`src/rtl/lbist_ctrl.sv`:
```
//------------------------------------------------------------------------------
// Module      : lbist_ctrl
// Description : Logic BIST controller. Seeds an external LFSR, sequences a
//               counted run of test patterns, compacts the circuit-under-test
//               responses into a signature and compares it against a golden
//               value. Optional macro LBIST_CTRL_MISR_EN selects a polynomial
//               MISR compactor; when undefined, a plain XOR accumulator is used.
// Revision    : 1.0 - initial release
//------------------------------------------------------------------------------
`timescale 1ns/1ps
`default_nettype none

module lbist_ctrl #(
  parameter int                N         = 16,
  parameter int                CNT_W     = 16,
  parameter int                RESP_W    = 17,
  parameter logic [RESP_W-1:0] MISR_POLY = 17'h1002D
) (
  input  logic              clk,
  input  logic              reset,
  input  logic              start,
  input  logic              abort,
  input  logic [N:0]        seed,
  input  logic [CNT_W-1:0]  num_patterns,
  input  logic [RESP_W-1:0] golden,
  input  logic [RESP_W-1:0] cut_resp,
  output logic              lfsr_rst,
  output logic [N:0]        lfsr_seed,
  output logic              test_mode,
  output logic              pat_valid,
  output logic              busy,
  output logic              done,
  output logic              pass,
  output logic [RESP_W-1:0] signature,
  output logic [CNT_W-1:0]  pat_count
);

  typedef enum logic [2:0] {
    S_IDLE    = 3'd0,
    S_SEED    = 3'd1,
    S_RUN     = 3'd2,
    S_FLUSH   = 3'd3,
    S_COMPARE = 3'd4,
    S_DONE    = 3'd5
  } state_t;

  state_t             state;
  state_t             state_nxt;
  logic [CNT_W-1:0]   num_lat;
  logic [RESP_W-1:0]  golden_lat;
  logic [RESP_W-1:0]  sig_nxt;
  logic [CNT_W-1:0]   last_idx;
  logic               accept;
  logic               capture;
  logic               abort_hit;

  // Index of the final pattern; only consulted in RUN where num_lat is nonzero.
  assign last_idx = num_lat - CNT_W'(1);

  // Signature update applied on each response capture.
`ifdef LBIST_CTRL_MISR_EN
  assign sig_nxt = ({signature[RESP_W-2:0], 1'b0}
                    ^ (signature[RESP_W-1] ? MISR_POLY : {RESP_W{1'b0}}))
                   ^ cut_resp;
`else
  logic unused_poly;
  assign unused_poly = ^MISR_POLY;
  assign sig_nxt     = signature ^ cut_resp;
`endif

  // State register.
  always_ff @(posedge clk or negedge reset) begin
    if (!reset) begin
      state <= S_IDLE;
    end else begin
      state <= state_nxt;
    end
  end

  // Next-state decode and state-derived outputs.
  always_comb begin
    state_nxt = state;
    lfsr_rst  = 1'b0;
    test_mode = 1'b0;
    pat_valid = 1'b0;
    busy      = 1'b1;
    done      = 1'b0;
    accept    = 1'b0;
    capture   = 1'b0;
    abort_hit = 1'b0;
    case (state)
      S_IDLE: begin
        lfsr_rst = 1'b1;
        busy     = 1'b0;
        // Abort has priority over a simultaneous start.
        if (start && !abort) begin
          accept    = 1'b1;
          state_nxt = S_SEED;
        end
      end
      S_SEED: begin
        lfsr_rst = 1'b1;
        if (abort) begin
          abort_hit = 1'b1;
          state_nxt = S_DONE;
        end else if (num_lat != '0) begin
          state_nxt = S_RUN;
        end else begin
          state_nxt = S_COMPARE;
        end
      end
      S_RUN: begin
        test_mode = 1'b1;
        pat_valid = 1'b1;
        // The first RUN cycle has no response yet; every later one does.
        if (abort) begin
          abort_hit = 1'b1;
          state_nxt = S_DONE;
        end else begin
          capture = (pat_count != '0);
          if (pat_count == last_idx) begin
            state_nxt = S_FLUSH;
          end
        end
      end
      S_FLUSH: begin
        test_mode = 1'b1;
        if (abort) begin
          abort_hit = 1'b1;
          state_nxt = S_DONE;
        end else begin
          capture   = 1'b1;
          state_nxt = S_COMPARE;
        end
      end
      S_COMPARE: begin
        abort_hit = abort;
        state_nxt = S_DONE;
      end
      S_DONE: begin
        done      = 1'b1;
        state_nxt = S_IDLE;
      end
      default: begin
        state_nxt = S_IDLE;
      end
    endcase
  end

  // Run configuration, pattern counter, signature and verdict.
  always_ff @(posedge clk or negedge reset) begin
    if (!reset) begin
      lfsr_seed  <= '0;
      num_lat    <= '0;
      golden_lat <= '0;
      signature  <= '0;
      pass       <= 1'b0;
      pat_count  <= '0;
    end else begin
      if (accept) begin
        lfsr_seed  <= seed;
        num_lat    <= num_patterns;
        golden_lat <= golden;
        signature  <= '0;
        pass       <= 1'b0;
        pat_count  <= '0;
      end else begin
        // Counter advances on every RUN cycle, including one cut short by abort.
        if (state == S_RUN) begin
          pat_count <= pat_count + CNT_W'(1);
        end
        if (capture) begin
          signature <= sig_nxt;
        end
        if (abort_hit) begin
          pass <= 1'b0;
        end else if (state == S_COMPARE) begin
          pass <= (signature == golden_lat);
        end
      end
    end
  end

endmodule

`default_nettype wire

```
`config.mk`:
```
export PLATFORM = sky130hd
export DESIGN_NAME = lbist_ctrl
export DESIGN_NICKNAME = d
export VERILOG_FILES = /design/src/rtl/lbist_ctrl.sv
export SDC_FILE = /design/constraint.sdc
export NUM_CORES = 1
export LEC_CHECK = 0
export CAP_MARGIN = 40
export CORE_MARGIN = 4
export CORE_UTILIZATION = 24
export DETAILED_ROUTE_END_ITERATION = 16
export GPL_TIMING_DRIVEN = 0
export HOLD_SLACK_MARGIN = 0.12
export PLACE_DENSITY = 0.55
export SYNTH_ARGS = -nofsm -noshare
export SYNTH_HDL_FRONTEND = slang
export SYNTH_SLANG_ARGS = --single-unit
export TNS_END_PERCENT = 30
```
`constraint.sdc`:
```
create_clock -name clk -period 2.8 [get_ports clk]
set_clock_uncertainty 0.15 [all_clocks]
set_input_delay 0.28 -clock clk [delete_from_list [all_inputs] [get_ports clk]]
set_output_delay 0.28 -clock clk [all_outputs]
set_load 0.005 [all_outputs]
```
==> metrics.md, run 1 <==
| Metric | Value |
|---|---|
| Vias/cell | 4.368 |
| Worst path top cell family by delay | buffers and inverters |
| Cell Rows | 48 |
| Non-Filler Instances | 759 |
| First-pass GRT wire length | 19060 um |
| RSZ-0062 raised after global routing | no |
| CP startpoint kind | flop |
| Clk sinks | 87 |
| DP Area | 5883 sq um |
| Clock latency reported for the late side of the worst-skew pair | 0.35 ns |
| Post-Route Setup TNS | 0 ns |
| Die Wd | 142.2 um |
| Top-area cell type share of the netlist area | 50.36% |
| H-tree lvl count | 3 |
| VDD IR-drop max | 0.3842 mV |
| Fraction of registers with async set/reset | 100.0% |
| Status | completed |
| Max Fclk | 382.1 MHz |
| Worst reg2reg path startpoint | state[0]$_DFFE_PN0P_ |
| Most frequent cell after synthesis | dfrtp_1 |
| Core Region | 17480 sq um |
| Die area | 20220 sq um |
| Critical path capture point type | primary output |
| Nets | 603 |
| Crit. Startpoint | state[1]$_DFFE_PN0P_ |
| Routed vias | 3315 |
| Total power | 6.037 mW |
| Largest net degree at the start of global routing | 52 |
| Post-route ant nets | 0 |
| CTS tree | done |
| Routability cong. | 0.7810 |
| Clock power frac | 23.6% |
| DR iter-0 viols | 66 |
| Clock root cell | clkbuf_16 |
| Slew @ Worst Pin | 0.6668 ns |
| Flop pwr share | 38.1% |
| Mapped Cells | 391 |
| FF+latch count, synth | 87 |
| Pre-CTS WS | -0.2822 ns |
| Slowest cell on crit path | clkdlybuf4s50_1 |
| HPWL Detailed | 9040 um |
| Area Growth Syn to Fin | 44.46% |
| WHS | 0.3379 ns |
| Buffers added on ports | 126 |
| Number of max-cap violations | 0 |
| Tcrit/Tclk final | 93.47% |
| Max Root-Sink Buffers | 2 |
| Share of layout cells above drive strength 1 | 14.98% |
| Slew Viols, Final | 0 |
| Synth Net Count | 465 |
| Setup Fix Bufs, Post-CTS | 0 |
| Switching part of the total | 33.19% |
| Total grt overflow | 0 |
| Setup slack, reg-to-reg | 0.27 ns |
| Setup WS post-layout | 0.1828 ns |
| EDFF count, synth | 0 |
| I/O pin count | 127 |
| Largest cells by area after synthesis | dfrtp_1 50%, mux2_2 13%, xor2_1 10% |
| Cell internal pwr | 4.034 mW |
| Cell Area, Synth | 4323 sq um |
| Vias in the first global route | 3591 |
| Post-Route Utilization | 35.73% |
| Pwr dens | 966.8 nW/um^2 |
| Crit path buffers/inverters | 2 |
| Min cycle time layout | 2.617 ns |
| Critical-path cell list | clkbuf_1 -> nor3b_2 -> clkdlybuf4s50_1 |
| CP arrival | 2.19 ns |
| Predominant post-synthesis flop cell | dfrtp_1 |
| Required @ worst endpoint | 2.37 ns |
| Antenna Cells | 0 |
| Leading area contributor after synthesis | dfrtp_1 |
| Ys Warns | 0 |
| Final Hold Viols | 0 |
| Register area share after synthesis | 50.36% |
| Post-synth cell types | 46 |
| Die Y | 142.2 um |
| Post-synth top cells | 87 x dfrtp_1, 51 x xor2_1, 48 x mux2_2, 43 x nor2_1, 32 x nand2_1 |
| HP Class | in -> async |
| CP max stage delay | 0.63 ns |
| Leakage | 2.596 nW |
| P_sw | 2.004 mW |
| Average wire per standard cell | 15.62 um |
| Clock slew at reported path FFs | 0.07 ns |
| Avg Cell Area, Syn | 11.06 sq um |
| CTS Buf Count | 9 |
| Initial antenna violation count | 0 |
| Comb power frac | 38.3% |
| Gr usage total | 12.13% |
| Drt drc | 0 |
| Initial core utilization | 24.74% |
| Drt pass-1 iters | 4 |
| Crit Path Category | reg -> out |
| Endpoints failing setup | 0 |
| Routed Wire Length | 11860 um |
| Crit Path Max Fanout | 10 |
| Number of cells after detailed placement | 743 |
| Slew margin rel. | 55.55% |
| Post-route cell area | 6245 sq um |
-- cell families (layout without fill, tap and decap cells) --
family	Yosys count	count (layout)	share of synthesized area [%]
AO/OA/AOI/OAI	32	32	4.862
XOR/XNOR	66	66	13.37
flip-flops	87	87	50.36
buffers and inverters	21	164	1.910
AND/OR/NAND/NOR	133	133	15.89
multiplexers	49	49	12.74
adder cells (fa/ha/maj)	3	3	0.8684
-- power groups by stage --
stage / logic, mW / registers (mW) / clock network, mW
after floorplan: 1.33 / 2.20 / 0
after global placement: 2.30 / 2.30 / 0
after detailed placement: 2.34 / 2.33 / 0
after CTS: 2.36 / 2.31 / 1.47
after global routing: 2.57 / 2.39 / 1.52
final: 2.31 / 2.30 / 1.42
-- final cells by class --
| cell class | count | area [sq um] |
|---|---|---|
| inverter | 5 | 18.77 |
| timing repair buffer | 128 | 1289 |
| sequential | 87 | 2177 |
| fill | 1706 | 11230 |
| tap | 225 | 281.5 |
| clock buffer | 9 | 225.2 |
| buffer | 15 | 63.81 |
| clock inverter | 7 | 126.4 |
| multi-input combinational | 283 | 2063 |
-- cells in the final DEF (no fill, tap or decap), drive strengths merged, types with 8 or more instances in the layout --
| master | count |
|---|---|
| buf | 8 |
| clkbuf | 18 |
| nand4 | 8 |
| nor4 | 12 |
| inv | 8 |
| a21oi | 9 |
| nor2 | 43 |
| dfrtp | 87 |
| xnor2 | 15 |
| clkdlybuf4s50 | 125 |
| mux2 | 48 |
| xor2 | 51 |
| nand2 | 32 |
-- worst paths after layout --
kind                                                  end  cells after the start
worst max-delay path                            pat_valid                      3
worst min-delay path             lfsr_seed[9]$_DFFE_PN0P_                      2
worst max register to register   signature[1]$_DFFE_PN0P_                      6
worst min register to register  lfsr_seed[13]$_DFFE_PN0P_                      1
max in group asynchronous         num_lat[14]$_DFFE_PN0P_                      3
min in group clk                lfsr_seed[13]$_DFFE_PN0P_                      1
-- what timing repair did --
| action | 4_1_cts | 5_1_grt |
|---|---|---|
| hold buffers | 1 | 0 |
| hold endpoints to repair | 50 | 0 |
| endpoints found under the setup margin | 10 | 21 |
| resized for setup | 1 | 4 |
-- layer usage --
layer  wire length, um  vias up  share of wire [%]  GRT usage [%]
met5                 0        -                  0              0
met4               104        0               0.88          2.576
met3               983       10                8.3          5.578
met2              5503       90                 46          19.33
met1              5266     1585                 44          15.17
li1                  -     1630                  -              -
-- sequential cells by signal (all words and copies together) (netlist names) --
signal      cells
golden_lat     17
state           3
num_lat        16
lfsr_seed      17
signature      17
pat_count      16
pass            1
No activity file was read; power rests on OpenSTA's default activity.
==> inputs of run 2 (changes only) <==
CAP_MARGIN = default   (was 40)
TNS_END_PERCENT = default   (was 30)
clock period = 3.2 ns   (was 2.8 ns; I/O delays follow)
==> run 2 against run 1 <==
Compared with the run above: core utilization stayed put; setup slack better by 0.29 ns; non-clock buffer count is 1 higher; total power is 13% lower; hold slack better by 0.021 ns; routed wire length is 0.30% lower; sequential cell count stayed put; final area stayed put; largest cell class unchanged.
==> metrics.md, run 2 (synthesis gave the netlist of run 1 again) <==
| Metric | Value |
|---|---|
| Buffers added on ports | 126 (unchanged) |
| Endpoints failing setup | 0 (unchanged) |
| Crit. Startpoint | state[0]$_DFFE_PN0P_ |
| Nets | 604 (+0.17%) |
| Reg-to-reg endpoint | signature[1]$_DFFE_PN0P_ |
| Largest net degree at the start of global routing | 52 (unchanged) |
| Most frequent cells in the layout | 125 x clkdlybuf4s50_1, 87 x dfrtp_1, 51 x xor2_1, 48 x mux2_2, 43 x nor2_1 |
| Pwr dens | 844.9 nW/um^2 (-13%) |
| Total grt overflow | 0 (unchanged) |
| Core Region | 17480 sq um (unchanged) |
| Max Root-Sink Buffers | 2 (unchanged) |
| Clock slew at reported path FFs | 0.07 ns (about the same) |
| Clk sinks | 87 (unchanged) |
| Status | completed |
| Met1 GRT Util | 15.17% (unchanged) |
| CP arrival | 2.78 ns (+0.59 ns) |
| Antenna Cells | 0 (unchanged) |
| CTS tree | done |
| CP startpoint kind | flop |
| Initial antenna violation count | 0 (unchanged) |
| Regs by FF count | golden_lat (17), lfsr_seed (17), signature (17) |
| Crit Path Category | reg -> reg |
| Tcrit/Tclk final | 85.08% |
| WHS | 0.3586 ns (+0.02066 ns) |
| Slew Viols, Final | 0 (unchanged) |
| Crit Path Max Fanout | 10 (unchanged) |
| Post-route cell area | 6245 sq um (unchanged) |
| Register area | 2177 sq um (unchanged) |
| DP Area | 5883 sq um (unchanged) |
| Drt pass-1 iters | 4 (unchanged) |
| Global routing usage on met2 | 19.33% (unchanged) |
| Min cycle time layout | 2.722 ns |
| I/O pin count | 127 (unchanged) |
| Die Y | 142.2 um (unchanged) |
| Worst R2R Path Depth | 6 (unchanged) |
| First-pass GRT wire length | 19060 um (unchanged) |
| Area Growth Syn to Fin | 44.46% (unchanged) |
| Drt drc | 0 (unchanged) |
| Number of max-cap violations | 0 (unchanged) |
| Fill cell count | 1711 (+0.29%) |
| Slew margin rel. | 55.57% (about the same) |
| Multi-input gate area | 2063 sq um (unchanged) |
| H-tree lvl count | 3 (unchanged) |
| HPWL Detailed | 9040 um (unchanged) |
| Routed Wire Length | 11820 um (-0.30%) |
| Global routing usage on met3 | 5.578% (unchanged) |
| Worst reg2reg path startpoint | state[0]$_DFFE_PN0P_ |
| Initial core utilization | 24.74% (unchanged) |
| DR iter-0 viols | 74 (+12%) |
| Max Fclk | 367.3 MHz |
| Vias/cell | 4.358 (-0.22%) |
| Commonest non-fill, non-tap cell in the layout | clkdlybuf4s50_1 |
| Vias in the first global route | 3591 (unchanged) |
| HP Class | reg -> reg |
| Leakage | 2.586 nW (-0.37%) |
| Average wire per standard cell | 15.56 um (-0.43%) |
| Clock root cell | clkbuf_16 |
| Critical path capture point type | flop |
| Slew @ Worst Pin | 0.6665 ns (-0.0002816 ns) |
| Required @ worst endpoint | 3.26 ns (+0.89 ns) |
| CTS Buf Count | 9 (unchanged) |
| VDD IR-drop max | 0.3362 mV (-12%) |
| Clock latency reported for the late side of the worst-skew pair | 0.35 ns (about the same) |
| Share of layout cells above drive strength 1 | 14.39% (-0.59 points) |
| CP endpoint | signature[1]$_DFFE_PN0P_ |
| Die Wd | 142.2 um (unchanged) |
| Final Hold Viols | 0 (unchanged) |
| Die area | 20220 sq um (unchanged) |
| Routed vias | 3312 (-0.090%) |
| Gr usage total | 12.13% (unchanged) |
| Post-route ant nets | 0 (unchanged) |
| Top Usage Layer GRT | met2 |
| Routability cong. | 0.7810 (unchanged) |
| RSZ-0062 raised after global routing | no |
| Cell Rows | 48 (unchanged) |
| Cts repair resizes | 0 (-1) |
| Setup slack, reg-to-reg | 0.48 ns (+0.21 ns) |
==> run 2: changes by cell type in the layout (fill, tap and decap cells not counted) <==
cell and delta:
clkbuf_1 +3, clkbuf_2 -2, buf_1 +1, buf_2 -1
==> run 2: critical path, stage by stage (launching register included) <==
cell,delay (ns)
dfrtp_1,0.38
or3_1,0.43
nor2_1,0.27
buf_2,0.34
clkbuf_1,0.38
buf_1,0.50
nor2_1,0.12
==> run 2: final cells by class <==
type	instances	area share, %
Timing Repair Buffer	128	20.64
Sequential cell	87	34.86
Multi-Input combinational cell	283	33.04
Inverter	5	0.3005
Clock inverter	7	2.024
Clock buffer	9	3.606
Tap cell	225	4.508
Buffer	16	1.022
==> run 2: worst min path at each step <==
stage / cells after the start / start / endpoint / slack [ns]
after global placement: 1 / lfsr_seed[12]$_DFFE_PN0P_ / lfsr_seed[12]$_DFFE_PN0P_ / 0.34
after global routing: 1 / lfsr_seed[9]$_DFFE_PN0P_ / lfsr_seed[9]$_DFFE_PN0P_ / 0.38
final: 1 / lfsr_seed[13]$_DFFE_PN0P_ / lfsr_seed[13]$_DFFE_PN0P_ / 0.36
after floorplan: 0 / reset / golden_lat[0]$_DFFE_PN0P_ / -0.13
after CTS: 1 / lfsr_seed[13]$_DFFE_PN0P_ / lfsr_seed[13]$_DFFE_PN0P_ / 0.37
after detailed placement: 1 / reset / lfsr_seed[9]$_DFFE_PN0P_ / 0.25
==> run 2: report_power, final <==
group          total (mW)  leakage (nW)  internal [mW]  switching (mW)
clock network        1.24         0.174          0.775           0.469
registers            2.01          1.10           1.55           0.465
logic                2.02          1.31           1.20           0.814
total                5.28          2.59           3.53            1.75
==> run 2: repair_timing <==
item | CTS | global route
hold buffers | 1 | 0
hold endpoints to repair | 50 | 0
buffers inserted | 0 | 0
==> run 2: layer usage <==
layer | share of wire (%) | routed length (um) | up-vias
li1 | - | - | 1633
met1 | 44 | 5225 | 1575
met2 | 47 | 5512 | 95
met3 | 8.3 | 983 | 9
met4 | 0.86 | 102 | 0
met5 | 0 | 0 | -
==> run 2: stage by stage <==
stage	setup WS, ns	instances	setup TNS [ns]	util (%)	total power [mW]
floorplan	0.9644	391	0	-	3.093
global placement	-1.635	742	-141.69	33.56	4.029
detailed placement	0.07781	743	0	33.66	4.085
CTS	0.3509	760	0	35.73	5.373
global route	0.1553	760	0	35.73	5.666
finish	0.4775	760	0	35.73	5.276
==> inputs of run 3 (changes only) <==
GPL_TIMING_DRIVEN = default   (was 0)
HOLD_SLACK_MARGIN = default   (was 0.12)
==> run 3 against run 2 <==
Compared with the run above: fmax is 6.3% higher; hold slack worse by 0.038 ns; critical path depth is 4 lower; cell count shrank 1.7%; total power shrank 3.5%; via count up 0.48%; core utilization down 0.57 points; combinational power decreased by 3%; critical endpoint is now pat_valid; largest cell class unchanged.
==> metrics.md, run 3 (synthesis gave the netlist of run 1 again) <==
| Metric | Value |
|---|---|
| Status | completed |
| Drt drc | 0 (unchanged) |
| Initial antenna violation count | 0 (unchanged) |
| WL met1 | 5270 um (+0.86%) |
| Post-Route Setup TNS | 0 ns (unchanged) |
| Register area | 2177 sq um (unchanged) |
| Non-Filler Instances | 747 (-1.7%) |
| Routability cong. | 0.8200 (+5.0%) |
| Clk sinks | 87 (unchanged) |
| Area Growth Syn to Fin | 42.17% |
| Final Hold Viols | 0 (unchanged) |
| Clock latency reported for the late side of the worst-skew pair | 0.35 ns (about the same) |
| Required @ worst endpoint | 2.73 ns (-0.53 ns) |
| Buffers added on ports | 126 (unchanged) |
| P_sw | 1.737 mW (-0.65%) |
| Share of layout cells above drive strength 1 | 14.56% (+0.17 points) |
| Clock power frac | 21.3% (-2.3 points) |
| Drt pass-1 iters | 4 (unchanged) |
| CTS Buf Count | 9 (unchanged) |
| Critical path capture point type | primary output |
| Number of max-cap violations | 0 (unchanged) |
| Routed Wire Length | 11890 um (+0.54%) |
| Crit. Startpoint | state[0]$_DFFE_PN0P_ |
| CP startpoint kind | flop |
| Min cycle time layout | 2.561 ns (-0.1613 ns) |
| Total power | 5.092 mW (-3.5%) |
| Number of cells after detailed placement | 730 (-1.7%) |
| Endpoints failing setup | 0 (unchanged) |
| DR WL met2 | 5415 um (-1.8%) |
| Worst R2R Path Depth | 6 (unchanged) |
| Cell internal pwr | 3.356 mW (-4.9%) |
| Leakage | 2.537 nW (-1.9%) |
| Setup slack, reg-to-reg | 0.79 ns (+0.31 ns) |
| Cts repair resizes | 0 (unchanged) |
| Top Layer Used | met4 |
| Gr usage total | 12.24% (+0.11 points) |
| Pwr dens | 828.6 nW/um^2 (-1.9%) |
| VDD IR-drop max | 0.3778 mV (+12%) |
| Regs by FF count | golden_lat (17), lfsr_seed (17), signature (17) |
| Crit Path Category | reg -> out |
| CTS tree | done |
| Slew margin rel. | 54.79% (-0.78 points) |
| I/O pin count | 127 (unchanged) |
| Clock slew at reported path FFs | 0.07 ns (about the same) |
| Fill cell count | 1738 (+1.6%) |
| Multi-input gate area | 2071 sq um (+0.36%) |
| HPWL Detailed | 8782 um (-2.9%) |
| Worst reg2reg path startpoint | num_lat[2]$_DFFE_PN0P_ |
| Core Region | 17480 sq um (unchanged) |
| Flop pwr share | 40.2% (+2.0 points) |
| Routed vias | 3328 (+0.48%) |
| Die area | 20220 sq um (unchanged) |
| Post-route ant nets | 0 (unchanged) |
| Vias in the first global route | 3617 (+0.72%) |
| H-tree lvl count | 3 (unchanged) |
| First-pass GRT wire length | 19380 um (+1.7%) |
| Largest net degree at the start of global routing | 52 (unchanged) |
| Max Root-Sink Buffers | 2 (unchanged) |
| Max Fclk | 390.5 MHz (+6.3%) |
| Most frequent cells in the layout | 125 x clkdlybuf4s50_1, 87 x dfrtp_1, 51 x xor2_1, 48 x mux2_2, 42 x nor2_1 |
| CP arrival | 2.09 ns (-0.69 ns) |
| Tcrit/Tclk final | 80.04% (-5.0 points) |
| Die Wd | 142.2 um (unchanged) |
| Antenna Cells | 0 (unchanged) |
| Met3 wire len | 1097 um (+12%) |
| Cell Rows | 48 (unchanged) |
| Crit Path Max Fanout | 11 (+1) |
| Total grt overflow | 0 (unchanged) |
| Die Y | 142.2 um (unchanged) |
| HP Class | in -> async |
| Slew @ Worst Pin | 0.6782 ns (+0.01165 ns) |
| Commonest non-fill, non-tap cell in the layout | clkdlybuf4s50_1 |
| DR iter-0 viols | 131 (+77%) |
| Vias/cell | 4.455 (+2.2%) |
| DP Area | 5837 sq um (-0.79%) |
| Clock root cell | clkbuf_16 |
| Post-route cell area | 6146 sq um (-1.6%) |
| Nets | 591 (-2.2%) |
| Average wire per standard cell | 15.91 um (+2.3%) |
| Slew Viols, Final | 0 (unchanged) |
| Initial core utilization | 24.74% (unchanged) |
| Switching part of the total | 34.10% (+0.98 points) |
| Comb power frac | 38.6% (+0.3 points) |
| RSZ-0062 raised after global routing | no |
-- run 3: changes by cell type in the layout (fill, tap and decap cells not counted), moves of 2 or more --
cell and change:
buf_4 +4, bufinv_16 -2, buf_1 -3, clkbuf_1 -8, buf_2 -3
-- run 3: path summary, 6_finish.rpt --
kind / endpoint
worst max register to register: state[0]$_DFFE_PN0P_
min in group clk: lfsr_seed[1]$_DFFE_PN0P_
worst max-delay path: pat_valid
worst min-delay path: lfsr_seed[9]$_DFFE_PN0P_
max in group asynchronous: lfsr_seed[16]$_DFFE_PN0P_
worst min register to register: lfsr_seed[1]$_DFFE_PN0P_
-- run 3: power groups by stage --
stage	combinational [mW]	sequential, mW	clock, mW
after global routing	2.18	2.14	1.16
after detailed placement	1.99	2.07	0
after floorplan	1.17	1.93	0
final	1.96	2.04	1.08
after global placement	1.95	2.05	0
after CTS	2.01	2.05	1.12
-- run 3: timing repair --
item                                   CTS  global route
endpoints found under the hold margin   37             0
hold buffers                             1             0
buffers inserted                         0             0
-- run 3: stage by stage --
| stage | worst slack (ns) | hold WS (ns) | utilization [%] |
|---|---|---|---|
| 2_1_floorplan | 0.9644 | -0.1256 | - |
| 3_3_place_gp | 0.8109 | 0.1716 | 33.40 |
| 3_5_place_dp | 0.7280 | 0.1869 | 33.40 |
| 4_1_cts | 0.6331 | 0.3398 | 35.17 |
| 5_1_grt | 0.5093 | 0.3776 | 35.17 |
| 6_report | 0.6389 | 0.3208 | 35.17 |
-- run 3: worst max-delay path, cell delays in order (launching register included) --
cell and delay [ns]:
dfrtp_1 0.52, nor3b_2 0.59, clkdlybuf4s50_1 0.63
-- run 3: per-layer routing --
| metal | up-vias | global-route usage [%] |
|---|---|---|
| met2 | 97 | 18.66 |
| li1 | 1600 | - |
| met4 | 0 | 2.879 |
| met5 | - | 0 |
| met3 | 9 | 6.015 |
| met1 | 1622 | 15.67 |
-- run 3: layout make-up --
cell class	count	area share, %
tap	225	4.581
timing repair buffer	131	21.13
sequential	87	35.42
multi-input combinational	283	33.69
inverter	5	0.3054
clock inverter	5	1.079
clock buffer	11	3.787
